### config.mk
export PLATFORM = sky130hd
export DESIGN_NAME = div_unit_flat
export DESIGN_NICKNAME = d
export VERILOG_FILES = /design/src/rtl/div_unit_pkg.sv /design/src/rtl/div_unit_if.sv /design/src/rtl/div_unit.sv /design/src/flat_wrapper.sv
export SDC_FILE = /design/constraint.sdc
export NUM_CORES = 1
export LEC_CHECK = 0
export BUFFER_PORTS_ARGS = -buffer_cell sky130_fd_sc_hd__buf_4
export CAP_MARGIN = 0
export CORE_ASPECT_RATIO = 1.25
export CORE_MARGIN = 2
export CORE_UTILIZATION = 45
export CTS_CLUSTER_SIZE = 8
export DETAILED_ROUTE_END_ITERATION = 7
export PLACE_DENSITY = 0.68
export RECOVER_POWER = 100
export SLEW_MARGIN = 30
export SYNTH_ARGS = -nofsm -noshare
export SYNTH_HDL_FRONTEND = slang
export SYNTH_SLANG_ARGS = --single-unit
### constraint.sdc
create_clock -name clk -period 9 [get_ports clk]
set_input_delay 1.35 -clock clk [delete_from_list [all_inputs] [get_ports clk]]
set_output_delay 1.35 -clock clk [all_outputs]
set_load 0.02 [all_outputs]
### src/rtl/div_unit_pkg.sv
// div_unit_pkg: shared definitions for the execute-stage divider.
//   - div_state_t      : divider FSM state codes (IDLE / RUN / DONE)
//   - DIV_CONTROL,
//     DIVU_CONTROL     : 5-bit alucontrol codes taken from unused encodings
//   - is_div_op,
//     is_signed_div    : decoder helpers that derive start / signed_div
package div_unit_pkg;

  localparam int DIV_WIDTH = 32;

  localparam logic [4:0] DIV_CONTROL  = 5'b11100;
  localparam logic [4:0] DIVU_CONTROL = 5'b11101;

  typedef enum logic [1:0] {
    DIV_IDLE = 2'd0,
    DIV_RUN  = 2'd1,
    DIV_DONE = 2'd2
  } div_state_t;

  // The decoder raises start for either flavour of divide.
  function automatic logic is_div_op(input logic [4:0] alucontrol);
    return (alucontrol == DIV_CONTROL) || (alucontrol == DIVU_CONTROL);
  endfunction

  function automatic logic is_signed_div(input logic [4:0] alucontrol);
    return alucontrol == DIV_CONTROL;
  endfunction

endpackage

### src/rtl/div_unit_if.sv
// div_unit_if: execute-stage <-> divider handshake.
//   master (pipeline side): drives start, signed_div, annul, a, b;
//                           receives stall, ready, hi, lo.
//   slave  (div_unit)     : the mirror image.
interface div_unit_if #(
  parameter int WIDTH = 32
);
  logic             start;
  logic             signed_div;
  logic             annul;
  logic [WIDTH-1:0] a;
  logic [WIDTH-1:0] b;
  logic             stall;
  logic             ready;
  logic [WIDTH-1:0] hi;
  logic [WIDTH-1:0] lo;

  modport master (
    output start, signed_div, annul, a, b,
    input  stall, ready, hi, lo
  );

  modport slave (
    input  start, signed_div, annul, a, b,
    output stall, ready, hi, lo
  );
endinterface

### src/rtl/div_unit.sv
// div_unit: multi-cycle restoring divider for MIPS DIV/DIVU.
//   clk, rst : pipeline clock, asynchronous active-high reset
//   bus      : div_unit_if.slave
//     start/signed_div/a/b : request from EX (a = dividend, b = divisor)
//     annul                : flush; aborts any division, highest priority
//     stall                : combinational pipeline freeze
//     ready                : one-cycle pulse, hi/lo valid for the HI/LO write
//     hi/lo                : remainder / quotient, registered
// One quotient bit per cycle on magnitudes; signs are restored when the
// result is registered. b == 0 bypasses the iteration entirely.
module div_unit
  import div_unit_pkg::*;
#(
  parameter int WIDTH = DIV_WIDTH
) (
  input logic       clk,
  input logic       rst,
  div_unit_if.slave bus
);

  localparam logic [5:0] LAST_STEP = 6'(WIDTH - 1);

  div_state_t         state_q, state_d;
  logic [2*WIDTH-1:0] pr_q;       // {partial remainder, quotient}
  logic [WIDTH-1:0]   dvs_q;      // divisor magnitude
  logic               neg_q_q;
  logic               neg_r_q;
  logic [5:0]         cnt_q;
  logic [WIDTH-1:0]   hi_q, lo_q;

  logic load, step;

  // Operand magnitudes and result signs, valid in the accepting cycle.
  logic             a_neg, b_neg, b_zero;
  logic [WIDTH-1:0] mag_a, mag_b;

  assign a_neg  = bus.signed_div & bus.a[WIDTH-1];
  assign b_neg  = bus.signed_div & bus.b[WIDTH-1];
  assign b_zero = (bus.b == '0);
  assign mag_a  = a_neg ? -bus.a : bus.a;
  assign mag_b  = b_neg ? -bus.b : bus.b;

  // Restoring step. The remainder is widened by the bit shifted out of
  // the top so the compare never loses a carry.
  logic [WIDTH:0]   rem_sh;
  logic [WIDTH-1:0] quo_sh, rem_sub, step_rem, step_quo;
  logic             fits;

  assign rem_sh   = pr_q[2*WIDTH-1:WIDTH-1];
  assign quo_sh   = {pr_q[WIDTH-2:0], 1'b0};
  assign fits     = (rem_sh >= {1'b0, dvs_q});
  assign rem_sub  = rem_sh[WIDTH-1:0] - dvs_q;  // exact whenever fits
  assign step_rem = fits ? rem_sub : rem_sh[WIDTH-1:0];
  assign step_quo = {quo_sh[WIDTH-1:1], fits};

  // State register.
  always_ff @(posedge clk or posedge rst) begin
    // NOTE: sequential state uses non-blocking assignments so every
    // register samples pre-edge values regardless of statement order.
    if (rst) state_q <= DIV_IDLE;
    else     state_q <= state_d;
  end

  // Next state and outputs.
  always_comb begin
    // NOTE: every output gets a default first; a path that skipped an
    // assignment would otherwise infer a latch.
    state_d   = state_q;
    bus.stall = 1'b0;
    bus.ready = 1'b0;
    load      = 1'b0;
    step      = 1'b0;
    case (state_q)
      DIV_IDLE: begin
        if (bus.start) begin
          bus.stall = 1'b1;
          load      = 1'b1;
          state_d   = b_zero ? DIV_DONE : DIV_RUN;
        end
      end
      DIV_RUN: begin
        bus.stall = 1'b1;
        step      = 1'b1;
        if (cnt_q == LAST_STEP) state_d = DIV_DONE;
      end
      DIV_DONE: begin
        // start here still belongs to the retiring instruction.
        bus.ready = 1'b1;
        state_d   = DIV_IDLE;
      end
      default: state_d = DIV_IDLE;
    endcase
    if (bus.annul) begin
      state_d   = DIV_IDLE;
      bus.stall = 1'b0;
      bus.ready = 1'b0;
      load      = 1'b0;
      step      = 1'b0;
    end
  end

  // Datapath and result registers.
  always_ff @(posedge clk or posedge rst) begin
    if (rst) begin
      pr_q    <= '0;
      dvs_q   <= '0;
      neg_q_q <= 1'b0;
      neg_r_q <= 1'b0;
      cnt_q   <= '0;
      hi_q    <= '0;
      lo_q    <= '0;
    end else begin
      if (load) begin
        pr_q    <= {{WIDTH{1'b0}}, mag_a};
        dvs_q   <= mag_b;
        neg_q_q <= a_neg ^ b_neg;
        neg_r_q <= a_neg;
        cnt_q   <= '0;
        if (b_zero) begin
          hi_q <= bus.a;
          lo_q <= '1;
        end
      end
      if (step) begin
        pr_q  <= {step_rem, step_quo};
        cnt_q <= cnt_q + 6'd1;
        if (cnt_q == LAST_STEP) begin
          hi_q <= neg_r_q ? -step_rem : step_rem;
          lo_q <= neg_q_q ? -step_quo : step_quo;
        end
      end
    end
  end

  assign bus.hi = hi_q;
  assign bus.lo = lo_q;

endmodule

### src/flat_wrapper.sv
// flat-port wrapper written by rule: the top's interface ports become plain ports
module div_unit_flat import div_unit_pkg::*;
#(
  parameter int WIDTH = DIV_WIDTH
)
  (clk, rst, bus_start, bus_signed_div, bus_annul, bus_a, bus_b, bus_stall, bus_ready, bus_hi, bus_lo);
  div_unit_if #(.WIDTH(WIDTH)) bus_i ();
  input logic clk;
  input logic rst;
  input wire logic [$bits(bus_i.start)-1:0] bus_start;
  input wire logic [$bits(bus_i.signed_div)-1:0] bus_signed_div;
  input wire logic [$bits(bus_i.annul)-1:0] bus_annul;
  input wire logic [$bits(bus_i.a)-1:0] bus_a;
  input wire logic [$bits(bus_i.b)-1:0] bus_b;
  output wire logic [$bits(bus_i.stall)-1:0] bus_stall;
  output wire logic [$bits(bus_i.ready)-1:0] bus_ready;
  output wire logic [$bits(bus_i.hi)-1:0] bus_hi;
  output wire logic [$bits(bus_i.lo)-1:0] bus_lo;
  assign bus_i.start = bus_start;
  assign bus_i.signed_div = bus_signed_div;
  assign bus_i.annul = bus_annul;
  assign bus_i.a = bus_a;
  assign bus_i.b = bus_b;
  assign bus_stall = bus_i.stall;
  assign bus_ready = bus_i.ready;
  assign bus_hi = bus_i.hi;
  assign bus_lo = bus_i.lo;
  div_unit #(.WIDTH(WIDTH)) u_core (.clk(clk), .rst(rst), .bus(bus_i));
endmodule
# Yosys cells after proc, flatten, opt, wreduce, memory -nomap -nowiden
# Cells that the tools add are included.
# totals
ff_bits	170
inputBits	69
# op_classes
reduce_logical	4
magnitude_cmp	1
mux	31
n_eq_ne	5
bitwise	3
add_sub_neg	6
# ops
cell	count
$mux 32	13
$mux 64	2
$neg 32->32	4
$ge 33x32->1	1
$logic_not 32->1	1
$sub 32x32->32	1
$mux 6	2
$mux 1	8
$mux 2	4
$add 6x1->6 const B	1
$eq 6x5->1 const B	1
$pmux 2 s2	1
$ne 3x2->1 const B	1
$ne 3x3->1 const B	1
$and 1x1->1	2
$eq 2x1->1 const B	1
$eq 2x2->1 const B	1
$logic_not 2->1	1
$pmux 1 s2	1
$reduce_and 2->1	1
$reduce_bool 2->1	1
$xor 1x1->1	1

# Longest topological paths before layout
# Gate-level depths: netlist of the first run.
# logic_depth
word_depth	6
mapped_depth	23

# Worst setup path before layout of the first run
# OpenSTA, ideal clock, no wires.
# synth_timing
path_kind	flip-flop to flip-flop
start	register u_core.pr_q[37]
end	register u_core.lo_q[30], in the netlist u_core.bus.lo[30]
stages_incl_launch_ff	22
setup_slack_ps	3998
synth_period_minus_slack_ps	5002
required_ps	8867
arrival_time_ps	4869
path_buffers	3
path_cell_list	dfrtp_1 -> ha_1 -> a21o_1 -> a31oi_2 -> nor2_1 -> or3_4 -> a211oi_4 -> nor2_2 -> inv_2 -> buf_2 -> buf_1 -> buf_1 -> ha_1 -> nand2b_1 -> nand2b_1 -> or4_1 -> nand2b_1 -> nand2b_1 -> nand2b_1 -> o21ai_1 -> xor2_1 -> o21ai_0
# synth_between
elab_chain_cells	5
# synth_rtl
element	line	rtl
start, declared	div_unit.sv:24	logic [2*WIDTH-1:0] pr_q;
start signal, assigned	div_unit.sv:114	pr_q <= {{WIDTH{1'b0}}, mag_a};
start signal, assigned	div_unit.sv:125	pr_q <= {step_rem, step_quo};
$ge 33x32->1	div_unit.sv:51	assign fits = (rem_sh >= {1'b0, dvs_q});
$neg 32->32	div_unit.sv:129	lo_q <= neg_q_q ? -step_quo : step_quo;
$mux 32	div_unit.sv:129	
$mux 32	div_unit.sv:127	if (cnt_q == LAST_STEP) begin
$mux 32	div_unit.sv:124	if (step) begin
end signal, assigned	div_unit.sv:129	
end, declared	div_unit.sv:29	logic [WIDTH-1:0] hi_q, lo_q;
# No other way between the ends.
# A chain may end at the register's enable or synchronous reset.

# Worst setup path in the final report of the first run
# layout_timing
start	register u_core.pr_q[32]
end	register u_core.hi_q[26], in the netlist u_core.bus.hi[26]
# layout_between
elab_chain_cells	6
word_cells_on_any_way	7
classes_between	2 x add/sub; 1 x order compare; 4 x mux
# layout_rtl
element	line	rtl
$sub 32x32->32 / $ge 33x32->1 (equally long branches)	div_unit.sv:52, div_unit.sv:51	
$mux 32 (*)	div_unit.sv:53	assign step_rem = fits ? rem_sub : rem_sh[WIDTH-1:0];
$neg 32->32	div_unit.sv:128	hi_q <= neg_r_q ? -step_rem : step_rem;
$mux 32 (*)	div_unit.sv:128	
$mux 32 (*)	div_unit.sv:127	
$mux 32 (*)	div_unit.sv:124	
end signal, assigned	div_unit.sv:120	hi_q <= bus.a;
end signal, assigned	div_unit.sv:128	
end, declared	div_unit.sv:29	
# Mark *: on every way between the ends. The rest lies on a longest branch, timed or not.

==> results of run 1 <==
==> worst min-delay path: stages (launching register included) <==
cell and delay, ns:
sky130_fd_sc_hd__dfrtp_1 0.34, sky130_fd_sc_hd__nand2_1 0.05, sky130_fd_sc_hd__o21ai_0 0.06
==> cells by family (layout without fill, tap and decap cells) <==
| family | count (synthesis) | count (layout) | share of synthesized area, % |
|---|---|---|---|
| compound gates | 506 | 506 | 25.6 |
| simple gates | 428 | 428 | 17.1 |
| flops | 170 | 170 | 34.6 |
| buf+inv | 142 | 229 | 4.64 |
| xor+xnor | 135 | 135 | 9.62 |
| mux | 53 | 53 | 4.47 |
| fa+ha+maj | 38 | 38 | 3.93 |
==> registers in the layout, indices dropped and copies added, names as in the netlist <==
| signal | flops |
|---|---|
| u_core.pr_q | 64 |
| u_core.bus.lo | 32 |
| u_core.bus.hi | 32 |
| u_core.state_q | 2 |
| u_core.cnt_q | 6 |
| u_core.neg_q_q | 1 |
| u_core.dvs_q | 32 |
| u_core.neg_r_q | 1 |
==> power groups by stage <==
stage	clock [mW]	sequential (mW)	combinational (mW)
after floorplan	0	0.919	0.553
after global placement	0	0.948	0.733
after detailed placement	0	0.952	0.738
after CTS	0.788	0.938	0.744
after global routing	0.824	0.953	0.830
final	0.780	0.940	0.746
==> placed cells by master, fill, tap and decap left out, types with 13 or more instances in the layout <==
cell type and count:
sky130_fd_sc_hd__a211oi_1 16, sky130_fd_sc_hd__a21o_1 15, sky130_fd_sc_hd__a21oi_1 94, sky130_fd_sc_hd__a22oi_1 31, sky130_fd_sc_hd__a31oi_1 15, sky130_fd_sc_hd__buf_4 69, sky130_fd_sc_hd__clkbuf_1 72, sky130_fd_sc_hd__clkbuf_16 17
sky130_fd_sc_hd__dfrtp_1 170, sky130_fd_sc_hd__ha_1 37, sky130_fd_sc_hd__inv_1 52, sky130_fd_sc_hd__mux2i_1 41, sky130_fd_sc_hd__nand2_1 168, sky130_fd_sc_hd__nand3_1 19, sky130_fd_sc_hd__nand4_1 14, sky130_fd_sc_hd__nor2_1 66
sky130_fd_sc_hd__nor3_1 37, sky130_fd_sc_hd__nor4_1 15, sky130_fd_sc_hd__o21ai_0 207, sky130_fd_sc_hd__o31ai_1 31, sky130_fd_sc_hd__or3_1 17, sky130_fd_sc_hd__or4_1 13, sky130_fd_sc_hd__xnor2_1 55, sky130_fd_sc_hd__xor2_1 80
==> path summary, 6_finish.rpt <==
kind                                             start                           to  slack (ns)  depth (start not counted)
min                        u_core.dvs_q[6]$_DFFE_PP0P_  u_core.dvs_q[6]$_DFFE_PP0P_        0.48                          2
min reg2reg                u_core.dvs_q[6]$_DFFE_PP0P_  u_core.dvs_q[6]$_DFFE_PP0P_        0.48                          2
min in group asynchronous                          rst   u_core.bus.lo[9]$_DFF_PP0_        2.38                          2
max reg2reg                u_core.pr_q[32]$_DFFE_PP0P_  u_core.bus.hi[26]$_DFF_PP0_        1.98                         17
max in group asynchronous                          rst   u_core.pr_q[8]$_DFFE_PP0P_        4.53                          2
max                        u_core.pr_q[32]$_DFFE_PP0P_  u_core.bus.hi[26]$_DFF_PP0_        1.98                         17
==> routing by layer <==
metal	vias up	track usage (%)	share of wire, %	wire length (um)
met5	-	0	0	0
met2	389	41.5	48	17000
met4	0	10.1	3.5	1250
li1	5509	-	-	-
met1	5302	33.4	43	15400
met3	72	2.93	5.2	1840
==> area by class of cell <==
class | instances | area (um2) | share of cell area, %
multi-input combinational | 1160 | 7470 | 54.2
sequential | 170 | 4250 | 30.9
timing repair buffer | 144 | 818 | 5.93
clock buffer | 19 | 443 | 3.21
tap | 345 | 432 | 3.13
inverter | 53 | 200 | 1.45
clock inverter | 13 | 166 | 1.21
==> reports/qor.txt, run 1 <==
=====================================================================================
Vias per Instance                                                                5.92
Sequential power share                                                          38.1%
Placed cells                                                                     1872
Post-placement cell area                                                    13500 um2
Most common cell in the synthesized netlist                              sky130_fd_sc_hd__o21ai_0
Post-Route WL                                                                35500 um
Leak                                                                          5.84 nW
Violation count after the first detailed-route iteration                          822
Top cells by area, synth                                                 sky130_fd_sc_hd__dfrtp_1 35%, sky130_fd_sc_hd__o21ai_0 7.6%, sky130_fd_sc_hd__xor2_1 5.7%
Area leader, netlist                                                     sky130_fd_sc_hd__dfrtp_1
Clock network fraction of total power                                           31.6%
Max Slew Vio Count                                                                314
Number of nets still failing antenna checks after routing                           0
Register area share after synthesis                                             34.6%
Placement Rows                                                                     67
Core Box Area                                                               26800 um2
Final-stage net count                                                            1653
Clock network latency to the later pin of the worst-skew pair                 0.44 ns
Post-CTS Hold Fix Bufs                                                              0
Count of filler cells inserted in the layout                                     2668
Syn avg cell area                                                            8.35 um2
Required time at the worst-slack endpoint                                     9.29 ns
Hold crit path type                                                        reg -> reg
Cells traversed along the worst timing path                              ha_1, nor2b_1, o2111ai_1, a2111oi_0, or3_2, a211oi_1, nor2_4, buf_4, inv_1, nor2_1, a21oi_1, ha_1, o21ai_0, or4_1, o41ai_1, xor2_1, o21ai_1
Result of the run                                                        finished with violations
Share of final-layout standard cells stronger than drive strength 1             8.92%
Clock-pin slew of the registers on the worst-case setup and hold paths        0.07 ns
Nature of the critical path startpoint                                      flip-flop
CTS H-tree depth                                                                    4
Combinational share of power                                                    30.3%
FFs w/ async S/R, synth                                                          100%
Seq cells post-synth                                                              170
Final setup viols                                                                   0
Gpl congestion                                                                  0.945
Peak Freq                                                                   0.142 GHz
Cell Pwr Density                                                           179 nW/um2
Final count of hold timing violations                                               0
Total standard cell area after synthesis                                    12300 um2
Slowest library cell on the worst path                                   sky130_fd_sc_hd__a211oi_1
Count of synthesis-stage warnings from yosys                                        0
Number of buffers on the longest clock path                                         2
Detailed-routing iteration count for the pre-antenna-repair pass                    6
Cell family contributing the most delay on the critical path             compound AO/OA/AOI/OAI gates
Sink Count                                                                        170
Share of the synthesized area in the top cell type                              34.6%
Number of gates resized after CTS                                                   0
Number of global-route vias before repair                                       10.8k
Total number of vias                                                            11.3k
CP Capture Type                                                             flip-flop
Ports                                                                             135
Full die area                                                               28600 um2
Arr. time, crit path                                                          7.31 ns
Buffering stage count on the worst path with inverters included                     2
First-pass GRT wire length                                                   57100 um
Distinct cell type count after synthesis                                           84
Share of the core filled with cells in the final layout                         51.4%
Worst setup margin                                                            1.98 ns
Sw Pwr                                                                       0.890 mW
Pin slew with the least headroom to its limit                                 4.74 ns
Max IR drop VDD                                                              0.129 mV
Tightest slew margin relative to the limit                                      -218%
Failing checks                                                           capacitance limit, slew limit
Dominant register cell in the synthesized netlist                        sky130_fd_sc_hd__dfrtp_1
Initial Util                                                                    45.8%
Final total power                                                             2.47 mW
Int Power                                                                     1.57 mW
Period Utilization, post-route                                                  78.0%
Most frequent cells after synthesis                                      187 x sky130_fd_sc_hd__o21ai_0, 170 x sky130_fd_sc_hd__dfrtp_1, 169 x sky130_fd_sc_hd__nand2_1
Final worst clock skew                                                      0.0101 ns
Die width                                                                      152 um
Final HPWL DP                                                                26500 um
CP most frequent cell                                                    sky130_fd_sc_hd__ha_1
Port Buffers                                                                      134
Antenna violations before repair                                                    0
Inserted Diodes                                                                     0
Chip height                                                                    189 um
Final standard cell area without fillers                                    13800 um2
EDFF count, synth                                                                   0
Sum of negative setup slack                                                      0 ns
Post-layout minimum cycle time                                                7.02 ns
Global-route usage over all layers                                              25.2%
Start-to-end type of the worst setup path                                  reg -> reg
Post-synthesis net count                                                         1579
RSZ-0062 raised after global routing                                               no
Remaining global-route overflow                                                     0
Synthesized instance count                                                       1472
Area Overhead vs Synth                                                          12.2%
DRC violation count after routing                                                   0
Max-cap viol count                                                                  4
Number of buffers inserted during clock tree synthesis                             17
TritonCTS clock tree                                                            built
Stage delay of the slowest cell on the critical path                          1.10 ns
Worst Hold Slack                                                             0.481 ns
Minimum setup slack after placement                                           3.06 ns
Wire per inst                                                                 18.7 um
Number of buffers inserted to repair setup after CTS                                0
Post-route non-filler standard cell count                                        1904
Worst-path maximum fanout                                                          40
Switching part of the total power                                               36.1%
Root Buffer Master                                                       sky130_fd_sc_hd__clkbuf_16
Maximum number of pins on one net before global-route repair                      104
=====================================================================================
Power figures use the tool's default switching activity.
==> run 2, diff against run 1 <==
--- a/config.mk
+++ b/config.mk
@@ -12,7 +12,7 @@
 export CORE_UTILIZATION = 45
 export CTS_CLUSTER_SIZE = 8
 export DETAILED_ROUTE_END_ITERATION = 7
-export PLACE_DENSITY = 0.68
+export PLACE_DENSITY = 0.7
 export RECOVER_POWER = 100
 export SLEW_MARGIN = 30
 export SYNTH_ARGS = -nofsm -noshare
==> constraint.sdc (replaced) <==
create_clock -name clk -period 6 [get_ports clk]
set_input_delay 0.9 -clock clk [delete_from_list [all_inputs] [get_ports clk]]
set_output_delay 0.9 -clock clk [all_outputs]
set_load 0.02 [all_outputs]
==> reports/qor.txt, run 2 (same netlist as run 1, synthesis figures left out) <==
=====================================================================================
Number of buffers on the longest clock path                                         2   unchanged
Period Utilization, post-route                                                  88.0%   +10 points
Initial Util                                                                    45.8%   unchanged
Max Slew Vio Count                                                                279   -11%
Cells traversed along the worst timing path                              ha_1, nor2b_1, o2111ai_1, a2111oi_1, or3_4, a211oi_2, nor2_4, inv_2, buf_4, nor2_1, a21oi_1, ha_1, o21ai_0, or4_1, o41ai_2, xor2_1, o21ai_1
Remaining global-route overflow                                                     0   unchanged
Worst-path maximum fanout                                                          10   -75%
Root Buffer Master                                                       sky130_fd_sc_hd__clkbuf_16
Peak Freq                                                                   0.189 GHz   +33%
Clock-pin slew of the registers on the worst-case setup and hold paths        0.07 ns   about the same
Sum of negative setup slack                                                      0 ns   unchanged
Required time at the worst-slack endpoint                                     6.30 ns   -2.99 ns
Inserted Diodes                                                                     0   unchanged
CTS H-tree depth                                                                    4   unchanged
Final total power                                                             3.70 mW   +50%
Ports                                                                             135   unchanged
Post-layout minimum cycle time                                                5.28 ns   -1.74 ns
Number of nets still failing antenna checks after routing                           0   unchanged
Crit Reg-Reg Endpoint                                                    u_core.bus.hi[26]$_DFF_PP0_
Capturing instance or port of the critical path                          u_core.bus.hi[26]$_DFF_PP0_
Post-placement cell area                                                    13500 um2   +0.33%
RSZ-0062 raised after global routing                                               no
Max IR drop VDD                                                              0.172 mV   +33%
Post-CTS Hold Fix Bufs                                                              0   unchanged
Core Box Area                                                               26800 um2   unchanged
Worst reg-to-reg setup slack                                                  0.72 ns   -1.26 ns
Hold Startpoint                                                          u_core.dvs_q[11]$_DFFE_PP0P_
Origin of the worst setup path                                           u_core.pr_q[32]$_DFFE_PP0P_
Hold crit path type                                                        reg -> reg
Number of gates resized after CTS                                                   0   unchanged
Arr. time, crit path                                                          5.58 ns   -1.73 ns
Final-stage net count                                                            1658   +0.30%
Post-route non-filler standard cell count                                        1908   +0.21%
Final standard cell area without fillers                                    13800 um2   +0.25%
Total number of vias                                                            11.2k   -0.63%
Final HPWL DP                                                                26800 um   +1.1%
Vias per Instance                                                                5.87   -0.84%
Largest register FFs                                                               64   unchanged
Antenna violations before repair                                                    0   unchanged
DRC violation count after routing                                                   0   unchanged
Slowest library cell on the worst path                                   sky130_fd_sc_hd__a211oi_2
Clock network latency to the later pin of the worst-skew pair                 0.44 ns   about the same
Final count of hold timing violations                                               0   unchanged
Nature of the critical path startpoint                                      flip-flop
Placement Rows                                                                     67   unchanged
Gpl congestion                                                                  0.972   +2.9%
Tightest slew margin relative to the limit                                      -134%   +84 points
Placed cells                                                                     1877   +0.27%
Stage delay of the slowest cell on the critical path                          0.64 ns   -0.46 ns
Number of gates on the worst path with buffers counted                             17   unchanged
CP most frequent cell                                                    sky130_fd_sc_hd__ha_1
First-pass GRT wire length                                                   57000 um   -0.23%
Post-Route WL                                                                35600 um   +0.13%
CP Capture Type                                                             flip-flop
Cell family contributing the most delay on the critical path             compound AO/OA/AOI/OAI gates
Maximum number of pins on one net before global-route repair                       95   -8.7%
Number of buffers inserted to repair setup after CTS                                0   unchanged
Most common library cell in the layout ignoring fill and taps            sky130_fd_sc_hd__o21ai_0
Wire per inst                                                                 18.6 um   about the same
Share of final-layout standard cells stronger than drive strength 1             9.28%   +0.36 points
Final setup viols                                                                   0   unchanged
Sink Count                                                                        170   unchanged
Final worst clock skew                                                     0.00968 ns   -0.000469 ns
Start-to-end type of the worst setup path                                  reg -> reg
Port Buffers                                                                      134   unchanged
Register name with the most flops                                         u_core.pr_q
Pin slew with the least headroom to its limit                                 3.51 ns   -1.23 ns
Beginning of the worst register-to-register path                         u_core.pr_q[32]$_DFFE_PP0P_
Number of global-route vias before repair                                       10.9k   +1.6%
Full die area                                                               28600 um2   unchanged
Die width                                                                      152 um   unchanged
Failing checks                                                           capacitance limit, slew limit
TritonCTS clock tree                                                            built
Number of buffers inserted during clock tree synthesis                             17   unchanged
Commonest non-fill, non-tap cells in the layout                          205 x sky130_fd_sc_hd__o21ai_0, 170 x sky130_fd_sc_hd__dfrtp_1, 168 x sky130_fd_sc_hd__nand2_1
Chip height                                                                    189 um   unchanged
Result of the run                                                        finished with violations
Worst reg-to-reg path cell count                                                   17   unchanged
Global-route usage over all layers                                              25.1%   -0.087 points
Leak                                                                          5.85 nW   about the same
Area Overhead vs Synth                                                          12.5%
Cell Pwr Density                                                           267 nW/um2   +50%
Detailed-routing iteration count for the pre-antenna-repair pass                    4   -2
Max-cap viol count                                                                  4   unchanged
Violation count after the first detailed-route iteration                          737   -10%
Buffering stage count on the worst path with inverters included                     2   unchanged
=====================================================================================
[run 2: changes by cell type in the layout (fill, tap and decap cells not counted), moves of 2 or more]
cell / change
sky130_fd_sc_hd__clkbuf_2: +2
sky130_fd_sc_hd__o21ai_1: +2
sky130_fd_sc_hd__buf_4: +3
sky130_fd_sc_hd__clkinv_2: -2
sky130_fd_sc_hd__o21ai_0: -2
[run 2: how the worst min path moves through the flow]
stage | to | depth (start not counted)
floorplan | u_core.dvs_q[10]$_DFFE_PP0P_ | 2
CTS | u_core.dvs_q[19]$_DFFE_PP0P_ | 2
global route | u_core.dvs_q[21]$_DFFE_PP0P_ | 2
detailed placement | u_core.dvs_q[19]$_DFFE_PP0P_ | 2
global placement | u_core.dvs_q[13]$_DFFE_PP0P_ | 2
finish | u_core.dvs_q[11]$_DFFE_PP0P_ | 2
[run 2: tightest hold or removal path, stage by stage, from the launching register on]
cell                      delay, ns
sky130_fd_sc_hd__dfrtp_1       0.34
sky130_fd_sc_hd__nand2_1       0.04
sky130_fd_sc_hd__o21ai_0       0.06
[run 2: final cells by class]
type	count	area, um2
multi-input combinational	1160	7480
clock inverter	12	163
tap	345	432
clock buffer	19	453
sequential	170	4250
timing repair buffer	149	841
fill	2659	13000
inverter	53	200
[run 2: per-layer routing]
| layer | GRT usage (%) | vias to the layer above | wire length (um) |
|---|---|---|---|
| li1 | - | 5510 | - |
| met5 | 0 | - | 0 |
| met2 | 42.3 | 350 | 17200 |
| met3 | 3.32 | 72 | 1860 |
| met1 | 31.9 | 5269 | 15200 |
| met4 | 10.8 | 0 | 1350 |
[run 2: power by group]
part / switching (mW) / total (mW) / internal, mW / leakage [nW]
registers: 0.145 / 1.41 / 1.27 / 2.27
logic: 0.694 / 1.12 / 0.427 / 3.28
clock network: 0.486 / 1.17 / 0.680 / 0.296
[run 2: per-stage QoR]
stage / util, % / hold slack [ns] / worst slack, ns
after floorplan: - / 0.450 / 0.497
after global placement: 50.4 / 0.461 / 1.06
after detailed placement: 50.4 / 0.470 / 0.929
after CTS: 52.7 / 0.486 / 0.920
after global routing: 51.5 / 0.507 / 0.296
final: 51.5 / 0.476 / 0.722
